===== src/rtl/axi_aw_w_error_absorber_if.sv =====
// Bus bundle for the AW/W error absorber: upstream slave AW/W, downstream target AW/W,
// and the side channels to the write-response allocator.
interface axi_aw_w_error_absorber_if #(
    parameter int AXI_ID_IN  = 16,
    parameter int AXI_USER_W = 6,
    parameter int AXI_DATA_W = 64
) ();
    logic [AXI_ID_IN-1:0]    awid_i;
    logic [AXI_USER_W-1:0]   awuser_i;
    logic [7:0]              awlen_i;
    logic                    awvalid_i;
    logic                    awready_o;
    logic                    aw_decerr_i;
    logic                    awvalid_o;
    logic                    awready_i;
    logic [AXI_DATA_W-1:0]   wdata_i;
    logic [AXI_DATA_W/8-1:0] wstrb_i;
    logic                    wlast_i;
    logic [AXI_USER_W-1:0]   wuser_i;
    logic                    wvalid_i;
    logic                    wready_o;
    logic [AXI_DATA_W-1:0]   wdata_o;
    logic [AXI_DATA_W/8-1:0] wstrb_o;
    logic                    wlast_o;
    logic [AXI_USER_W-1:0]   wuser_o;
    logic                    wvalid_o;
    logic                    wready_i;
    logic                    full_counter_i;
    logic                    incr_req_o;
    logic                    sample_awdata_info_o;
    logic [AXI_ID_IN-1:0]    error_id_o;
    logic [AXI_USER_W-1:0]   error_user_o;
    logic                    error_req_o;
    logic                    error_gnt_i;
    logic                    wlast_mismatch_o;

    modport slave (
        input  awid_i, awuser_i, awlen_i, awvalid_i, aw_decerr_i, awready_i,
        input  wdata_i, wstrb_i, wlast_i, wuser_i, wvalid_i, wready_i,
        input  full_counter_i, error_gnt_i,
        output awready_o, awvalid_o, wready_o,
        output wdata_o, wstrb_o, wlast_o, wuser_o, wvalid_o,
        output incr_req_o, sample_awdata_info_o, error_id_o, error_user_o,
        output error_req_o, wlast_mismatch_o
    );

    modport master (
        output awid_i, awuser_i, awlen_i, awvalid_i, aw_decerr_i, awready_i,
        output wdata_i, wstrb_i, wlast_i, wuser_i, wvalid_i, wready_i,
        output full_counter_i, error_gnt_i,
        input  awready_o, awvalid_o, wready_o,
        input  wdata_o, wstrb_o, wlast_o, wuser_o, wvalid_o,
        input  incr_req_o, sample_awdata_info_o, error_id_o, error_user_o,
        input  error_req_o, wlast_mismatch_o
    );
endinterface


===== src/rtl/axi_aw_w_error_absorber.sv =====
// AW/W front stage: forwards decoded writes to the target, absorbs decode-error writes
// (sinks their W burst) and then requests a DECERR response from the B allocator.
module axi_aw_w_error_absorber (
    input logic                      clk,
    input logic                      rst,
    axi_aw_w_error_absorber_if.slave bus
);

    typedef enum logic [1:0] {
        IDLE    = 2'd0,
        FWD_W   = 2'd1,
        SINK_W  = 2'd2,
        ERR_REQ = 2'd3
    } state_e;

    state_e     state_r;
    state_e     state_nxt_s;
    logic [7:0] beat_cnt_r;
    logic [7:0] beat_cnt_nxt_s;
    logic       mismatch_r;
    logic       mismatch_set_s;
    logic       beat_bad_s;

    // A beat disagrees with the burst length when WLAST and "no beats left" differ
    always_comb begin
        beat_bad_s = (bus.wlast_i && (beat_cnt_r != 8'd0)) ||
                     (!bus.wlast_i && (beat_cnt_r == 8'd0));
    end

    // State, remaining-beat counter and sticky mismatch flag
    always_ff @(posedge clk or posedge rst) begin
        if (rst) begin
            state_r    <= IDLE;
            beat_cnt_r <= 8'd0;
            mismatch_r <= 1'b0;
        end else begin
            state_r    <= state_nxt_s;
            beat_cnt_r <= beat_cnt_nxt_s;
            mismatch_r <= mismatch_r | mismatch_set_s;
        end
    end

    // Next-state decode and all handshake outputs
    always_comb begin
        state_nxt_s              = state_r;
        beat_cnt_nxt_s           = beat_cnt_r;
        mismatch_set_s           = 1'b0;
        bus.awready_o            = 1'b0;
        bus.awvalid_o            = 1'b0;
        bus.wready_o             = 1'b0;
        bus.wvalid_o             = 1'b0;
        bus.wdata_o              = '0;
        bus.wstrb_o              = '0;
        bus.wlast_o              = 1'b0;
        bus.wuser_o              = '0;
        bus.incr_req_o           = 1'b0;
        bus.sample_awdata_info_o = 1'b0;
        bus.error_req_o          = 1'b0;
        bus.error_id_o           = bus.awid_i;
        bus.error_user_o         = bus.awuser_i;

        case (state_r)
            IDLE: begin
                if (bus.awvalid_i && !bus.aw_decerr_i) begin
                    // Saturated allocator blocks legal writes only
                    bus.awvalid_o = !bus.full_counter_i;
                    bus.awready_o = bus.awready_i && !bus.full_counter_i;
                    if (bus.awready_i && !bus.full_counter_i) begin
                        bus.incr_req_o = 1'b1;
                        beat_cnt_nxt_s = bus.awlen_i;
                        state_nxt_s    = FWD_W;
                    end else begin
                        state_nxt_s    = IDLE;
                    end
                end else if (bus.awvalid_i && bus.aw_decerr_i) begin
                    bus.awready_o            = 1'b1;
                    bus.sample_awdata_info_o = 1'b1;
                    beat_cnt_nxt_s           = bus.awlen_i;
                    state_nxt_s              = SINK_W;
                end else begin
                    state_nxt_s = IDLE;
                end
            end

            FWD_W: begin
                bus.wvalid_o = bus.wvalid_i;
                bus.wready_o = bus.wready_i;
                bus.wdata_o  = bus.wdata_i;
                bus.wstrb_o  = bus.wstrb_i;
                bus.wlast_o  = bus.wlast_i;
                bus.wuser_o  = bus.wuser_i;
                if (bus.wvalid_i && bus.wready_i) begin
                    mismatch_set_s = beat_bad_s;
                    beat_cnt_nxt_s = beat_cnt_r - 8'd1;
                    if (bus.wlast_i) begin
                        state_nxt_s = IDLE;
                    end else begin
                        state_nxt_s = FWD_W;
                    end
                end else begin
                    state_nxt_s = FWD_W;
                end
            end

            SINK_W: begin
                bus.wready_o = 1'b1;
                if (bus.wvalid_i) begin
                    mismatch_set_s = beat_bad_s;
                    beat_cnt_nxt_s = beat_cnt_r - 8'd1;
                    if (bus.wlast_i) begin
                        state_nxt_s = ERR_REQ;
                    end else begin
                        state_nxt_s = SINK_W;
                    end
                end else begin
                    state_nxt_s = SINK_W;
                end
            end

            ERR_REQ: begin
                // Grant may be withheld for as long as legal writes are outstanding
                bus.error_req_o = 1'b1;
                if (bus.error_gnt_i) begin
                    state_nxt_s = IDLE;
                end else begin
                    state_nxt_s = ERR_REQ;
                end
            end

            default: begin
                state_nxt_s    = IDLE;
                beat_cnt_nxt_s = 8'd0;
            end
        endcase
    end

    assign bus.wlast_mismatch_o = mismatch_r;

endmodule


===== src/flat_wrapper.sv =====
// flat-port wrapper written by rule: the top's interface ports become plain ports
module axi_aw_w_error_absorber_flat 
  (clk, rst, bus_awid_i, bus_awuser_i, bus_awlen_i, bus_awvalid_i, bus_aw_decerr_i, bus_awready_i, bus_wdata_i, bus_wstrb_i, bus_wlast_i, bus_wuser_i, bus_wvalid_i, bus_wready_i, bus_full_counter_i, bus_error_gnt_i, bus_awready_o, bus_awvalid_o, bus_wready_o, bus_wdata_o, bus_wstrb_o, bus_wlast_o, bus_wuser_o, bus_wvalid_o, bus_incr_req_o, bus_sample_awdata_info_o, bus_error_id_o, bus_error_user_o, bus_error_req_o, bus_wlast_mismatch_o);
  axi_aw_w_error_absorber_if #(.AXI_ID_IN(16), .AXI_USER_W(6), .AXI_DATA_W(64)) bus_i ();
  input logic clk;
  input logic rst;
  input wire logic [$bits(bus_i.awid_i)-1:0] bus_awid_i;
  input wire logic [$bits(bus_i.awuser_i)-1:0] bus_awuser_i;
  input wire logic [$bits(bus_i.awlen_i)-1:0] bus_awlen_i;
  input wire logic [$bits(bus_i.awvalid_i)-1:0] bus_awvalid_i;
  input wire logic [$bits(bus_i.aw_decerr_i)-1:0] bus_aw_decerr_i;
  input wire logic [$bits(bus_i.awready_i)-1:0] bus_awready_i;
  input wire logic [$bits(bus_i.wdata_i)-1:0] bus_wdata_i;
  input wire logic [$bits(bus_i.wstrb_i)-1:0] bus_wstrb_i;
  input wire logic [$bits(bus_i.wlast_i)-1:0] bus_wlast_i;
  input wire logic [$bits(bus_i.wuser_i)-1:0] bus_wuser_i;
  input wire logic [$bits(bus_i.wvalid_i)-1:0] bus_wvalid_i;
  input wire logic [$bits(bus_i.wready_i)-1:0] bus_wready_i;
  input wire logic [$bits(bus_i.full_counter_i)-1:0] bus_full_counter_i;
  input wire logic [$bits(bus_i.error_gnt_i)-1:0] bus_error_gnt_i;
  output wire logic [$bits(bus_i.awready_o)-1:0] bus_awready_o;
  output wire logic [$bits(bus_i.awvalid_o)-1:0] bus_awvalid_o;
  output wire logic [$bits(bus_i.wready_o)-1:0] bus_wready_o;
  output wire logic [$bits(bus_i.wdata_o)-1:0] bus_wdata_o;
  output wire logic [$bits(bus_i.wstrb_o)-1:0] bus_wstrb_o;
  output wire logic [$bits(bus_i.wlast_o)-1:0] bus_wlast_o;
  output wire logic [$bits(bus_i.wuser_o)-1:0] bus_wuser_o;
  output wire logic [$bits(bus_i.wvalid_o)-1:0] bus_wvalid_o;
  output wire logic [$bits(bus_i.incr_req_o)-1:0] bus_incr_req_o;
  output wire logic [$bits(bus_i.sample_awdata_info_o)-1:0] bus_sample_awdata_info_o;
  output wire logic [$bits(bus_i.error_id_o)-1:0] bus_error_id_o;
  output wire logic [$bits(bus_i.error_user_o)-1:0] bus_error_user_o;
  output wire logic [$bits(bus_i.error_req_o)-1:0] bus_error_req_o;
  output wire logic [$bits(bus_i.wlast_mismatch_o)-1:0] bus_wlast_mismatch_o;
  assign bus_i.awid_i = bus_awid_i;
  assign bus_i.awuser_i = bus_awuser_i;
  assign bus_i.awlen_i = bus_awlen_i;
  assign bus_i.awvalid_i = bus_awvalid_i;
  assign bus_i.aw_decerr_i = bus_aw_decerr_i;
  assign bus_i.awready_i = bus_awready_i;
  assign bus_i.wdata_i = bus_wdata_i;
  assign bus_i.wstrb_i = bus_wstrb_i;
  assign bus_i.wlast_i = bus_wlast_i;
  assign bus_i.wuser_i = bus_wuser_i;
  assign bus_i.wvalid_i = bus_wvalid_i;
  assign bus_i.wready_i = bus_wready_i;
  assign bus_i.full_counter_i = bus_full_counter_i;
  assign bus_i.error_gnt_i = bus_error_gnt_i;
  assign bus_awready_o = bus_i.awready_o;
  assign bus_awvalid_o = bus_i.awvalid_o;
  assign bus_wready_o = bus_i.wready_o;
  assign bus_wdata_o = bus_i.wdata_o;
  assign bus_wstrb_o = bus_i.wstrb_o;
  assign bus_wlast_o = bus_i.wlast_o;
  assign bus_wuser_o = bus_i.wuser_o;
  assign bus_wvalid_o = bus_i.wvalid_o;
  assign bus_incr_req_o = bus_i.incr_req_o;
  assign bus_sample_awdata_info_o = bus_i.sample_awdata_info_o;
  assign bus_error_id_o = bus_i.error_id_o;
  assign bus_error_user_o = bus_i.error_user_o;
  assign bus_error_req_o = bus_i.error_req_o;
  assign bus_wlast_mismatch_o = bus_i.wlast_mismatch_o;
  axi_aw_w_error_absorber u_core (.clk(clk), .rst(rst), .bus(bus_i));
endmodule

===== config.mk =====
export PLATFORM = sky130hd
export DESIGN_NAME = axi_aw_w_error_absorber_flat
export DESIGN_NICKNAME = d
export VERILOG_FILES = /design/src/rtl/axi_aw_w_error_absorber_if.sv /design/src/rtl/axi_aw_w_error_absorber.sv /design/src/flat_wrapper.sv
export SDC_FILE = /design/constraint.sdc
export NUM_CORES = 1
export LEC_CHECK = 0
export CORE_AREA = 2 2 89 91
export DETAILED_ROUTE_END_ITERATION = 6
export DIE_AREA = 0 0 91 93
export PLACE_DENSITY = 0.76
export SLEW_MARGIN = 20
export SYNTH_ARGS = -nofsm -noshare
export SYNTH_HDL_FRONTEND = slang
export SYNTH_SLANG_ARGS = --single-unit

===== constraint.sdc =====
create_clock -name clk -period 2.2 [get_ports clk]
set_input_delay 0.33 -clock clk [delete_from_list [all_inputs] [get_ports clk]]
set_output_delay 0.33 -clock clk [all_outputs]
set_load 0.03 [all_outputs]

==> results.txt <==
Distinct cells, synth - 34
Crit path arrival time - 1.75 ns
All-Layer GR Usage - 14.2%
Fin crit share - 94.3%
Cell area power density - 1150 nW/um^2
Ys Warns - 0
Data required, critical path - 1.87 ns
Post-synth top cells - 82 x and2_1, 22 x buf_4, 12 x a21oi_1
TritonCTS clock tree - built
First-pass GRT wire length - 9.76 mm
Combinational family with the most area after synthesis - simple AND/OR/NAND/NOR gates
Dpl cell area - 3220 sq um
Num CTS Buffers - 3
Placed cell count - 464
Post-route cell area - 3260 sq um
Vias in the first global route - 2001
Pleak - 1.53 nW
#FFs+latches synth - 11
Crit Path Category - flop to primary output
Status - finished, final reports clean
Drt drc - 0
Comb pwr share - 83.0%
Worst-case clock buffer depth - 2
Worst vdd ir - 0.485 mV
Total area of sequential cells - 275 sq um
Clock slew at reported path FFs - 0.05 ns
Post-synthesis sequential area ratio - 17.8%
H-tree levels - 1
Site row count - 32
Max-slew headroom - 69.6%
Initial core utilization - 20.5%
Post-Route Utilization - 43.3%
Pre-CTS setup slack - 0.0166 ns
Post-synth EDFFs - 0
Multi-input logic area - 1040 sq um
Clock Latency Late Sink - 0.24 ns
Post-Syn Nets - 333
Routed vias/inst - 4.22
Final count of pins violating max slew - 0
Final WS setup - 0.125 ns
Die Y - 93 um
Crit-path max FO - 50
Xor/xnor share of the synthesized area - 0.567%
CP Capture Type - primary output
Total die area - 8460 sq um
RSZ-0062 raised after global routing - no
Largest net degree at the start of global routing - 51
DR iter-0 viols - 100
DIE WIDTH - 91 um
Max-cap viol count - 0
Net Sw Power - 1.99 mW
Total Routed Length - 6.56 mm
Final nets - 493
Layout Area Growth over Synthesis - 111%
Post-synth top flop - dfrtp_1
Synthesized area - 1540 sq um
CP Launch Type - flop
Clk sinks - 11
Share of the synthesized area in the top cell type - 33.2%
Hold Slack - 0.400 ns
DRT Pass-1 Iters - 4
Adder-cell area share of the yosys netlist - 6.48%
Worst Tran Pin Value - 0.451 ns
Most common cell in the netlist - and2_1
Initial antenna violation count - 0
Design Power - 3.74 mW
Hold Crit Class - input pin to async pin
Synth top area cells - and2_1 33%, dfrtp_1 18%, buf_4 11%
Post-route setup TNS - 0 ns
Sequential Power Share - 11.4%
Synth Area in Compound Gates - 16.1%
Worst reg-to-reg path cell count - 7
Cell internal pwr - 1.75 mW
Clock power frac - 5.6%
Post-CTS Hold Fix Bufs - 0
Dpl hpwl - 5.66 mm
Syn avg cell area - 7.46 sq um
Layout cells sized above 1 - 23.0%
I/O pins - 227
Layout Cells excl Fill - 468
Port buffer count - 182
Asr flop ratio synth - 100%
Final ANT Viol Nets - 0
Switch share - 53.3%
Multiplexer share of the synthesized area - 0.648%
Post-synth top area cell - and2_1
Fill cells - 767
Final setup fails - 0
Max Freq - 482 MHz
Routed vias - 1973
Min Tclk post-route - 2.08 ns
Synth Instances - 207
Core area - 7530 sq um
Ant. Diodes - 0
Wire per inst - 14.0 um
Post-synthesis simple-gate area fraction - 42.9%
Post-CTS Setup Inserts - 0
Total grt overflow - 0
RePlAce Congestion - 0.809
Root Driver - clkbuf_8
Final-report hold violation count - 0
Clock Skew - 0.00188 ns
final cells by class:
class / count / area share [%]
clock buffers: 4 / 1.38
inverters: 9 / 1.04
multi-input cells: 155 / 32.0
flip-flops and latches: 11 / 8.44
well taps: 102 / 3.91
repair buffers: 187 / 53.2
cells by family after synthesis:
family          count (synthesis)
fa+ha+maj                       8
simple gates                  111
compound gates                 34
flops                          11
buf+inv                        41
xor+xnor                        1
mux                             1
flip-flops by register name, indices dropped and copies added, names as in the netlist:
register,flops
u_core.beat_cnt_r,8
u_core.state_r,2
u_core.bus.wlast_mismatch_o,1
metal layers:
| metal | vias up | track usage [%] | routed length, um |
|---|---|---|---|
| li1 | 973 | - | - |
| met1 | 872 | 19.4 | 2810 |
| met2 | 113 | 23.0 | 3190 |
| met3 | 15 | 2.50 | 479 |
| met4 | 0 | 4.04 | 72 |
| met5 | - | 0 | 0 |
placed cells by master (no fill, tap or decap), types with 5 or more instances in the layout:
cell	n
and2_1	82
inv_1	8
ha_1	7
nand3_1	8
clkdlybuf4s50_1	97
nand2_1	5
dlygate4sd2_1	14
buf_4	69
buf_12	6
a21oi_1	12
nor2_1	6
dfrtp_1	11
what timing repair did:
action,in CTS,in global routing
setup endpoints to repair,63,4
cloned,0,0
gates resized for setup,17,5
pin swaps,0,0
path summary, 6_finish.rpt:
check / start / endpoint / slack (ns)
max: u_core.state_r[1] / bus_wready_o / 0.12
min: rst / u_core.beat_cnt_r[7] / 0.40
max reg2reg: u_core.state_r[1] / u_core.beat_cnt_r[2] / 0.32
min reg2reg: u_core.bus.wlast_mismatch_o / u_core.bus.wlast_mismatch_o / 0.49
max in group asynchronous: rst / u_core.beat_cnt_r[3] / 1.50
min in group clk: u_core.bus.wlast_mismatch_o / u_core.bus.wlast_mismatch_o / 0.49
power by group through the flow:
stage | sequential (mW) | combinational, mW | clock, mW
global placement | 0.418 | 3.09 | 0
global route | 0.439 | 3.34 | 0.218
detailed placement | 0.420 | 3.12 | 0
CTS | 0.423 | 3.10 | 0.213
floorplan | 0.395 | 1.98 | 0
finish | 0.427 | 3.10 | 0.210
critical path: stages (launching register included):
cell     delay, ns
dfrtp_1       0.41
inv_1         0.14
ha_4          0.28
buf_12        0.23
a21oi_1       0.09
nor2_1        0.19
buf_12        0.15
Note: power is estimated with default switching activity, not from simulation.
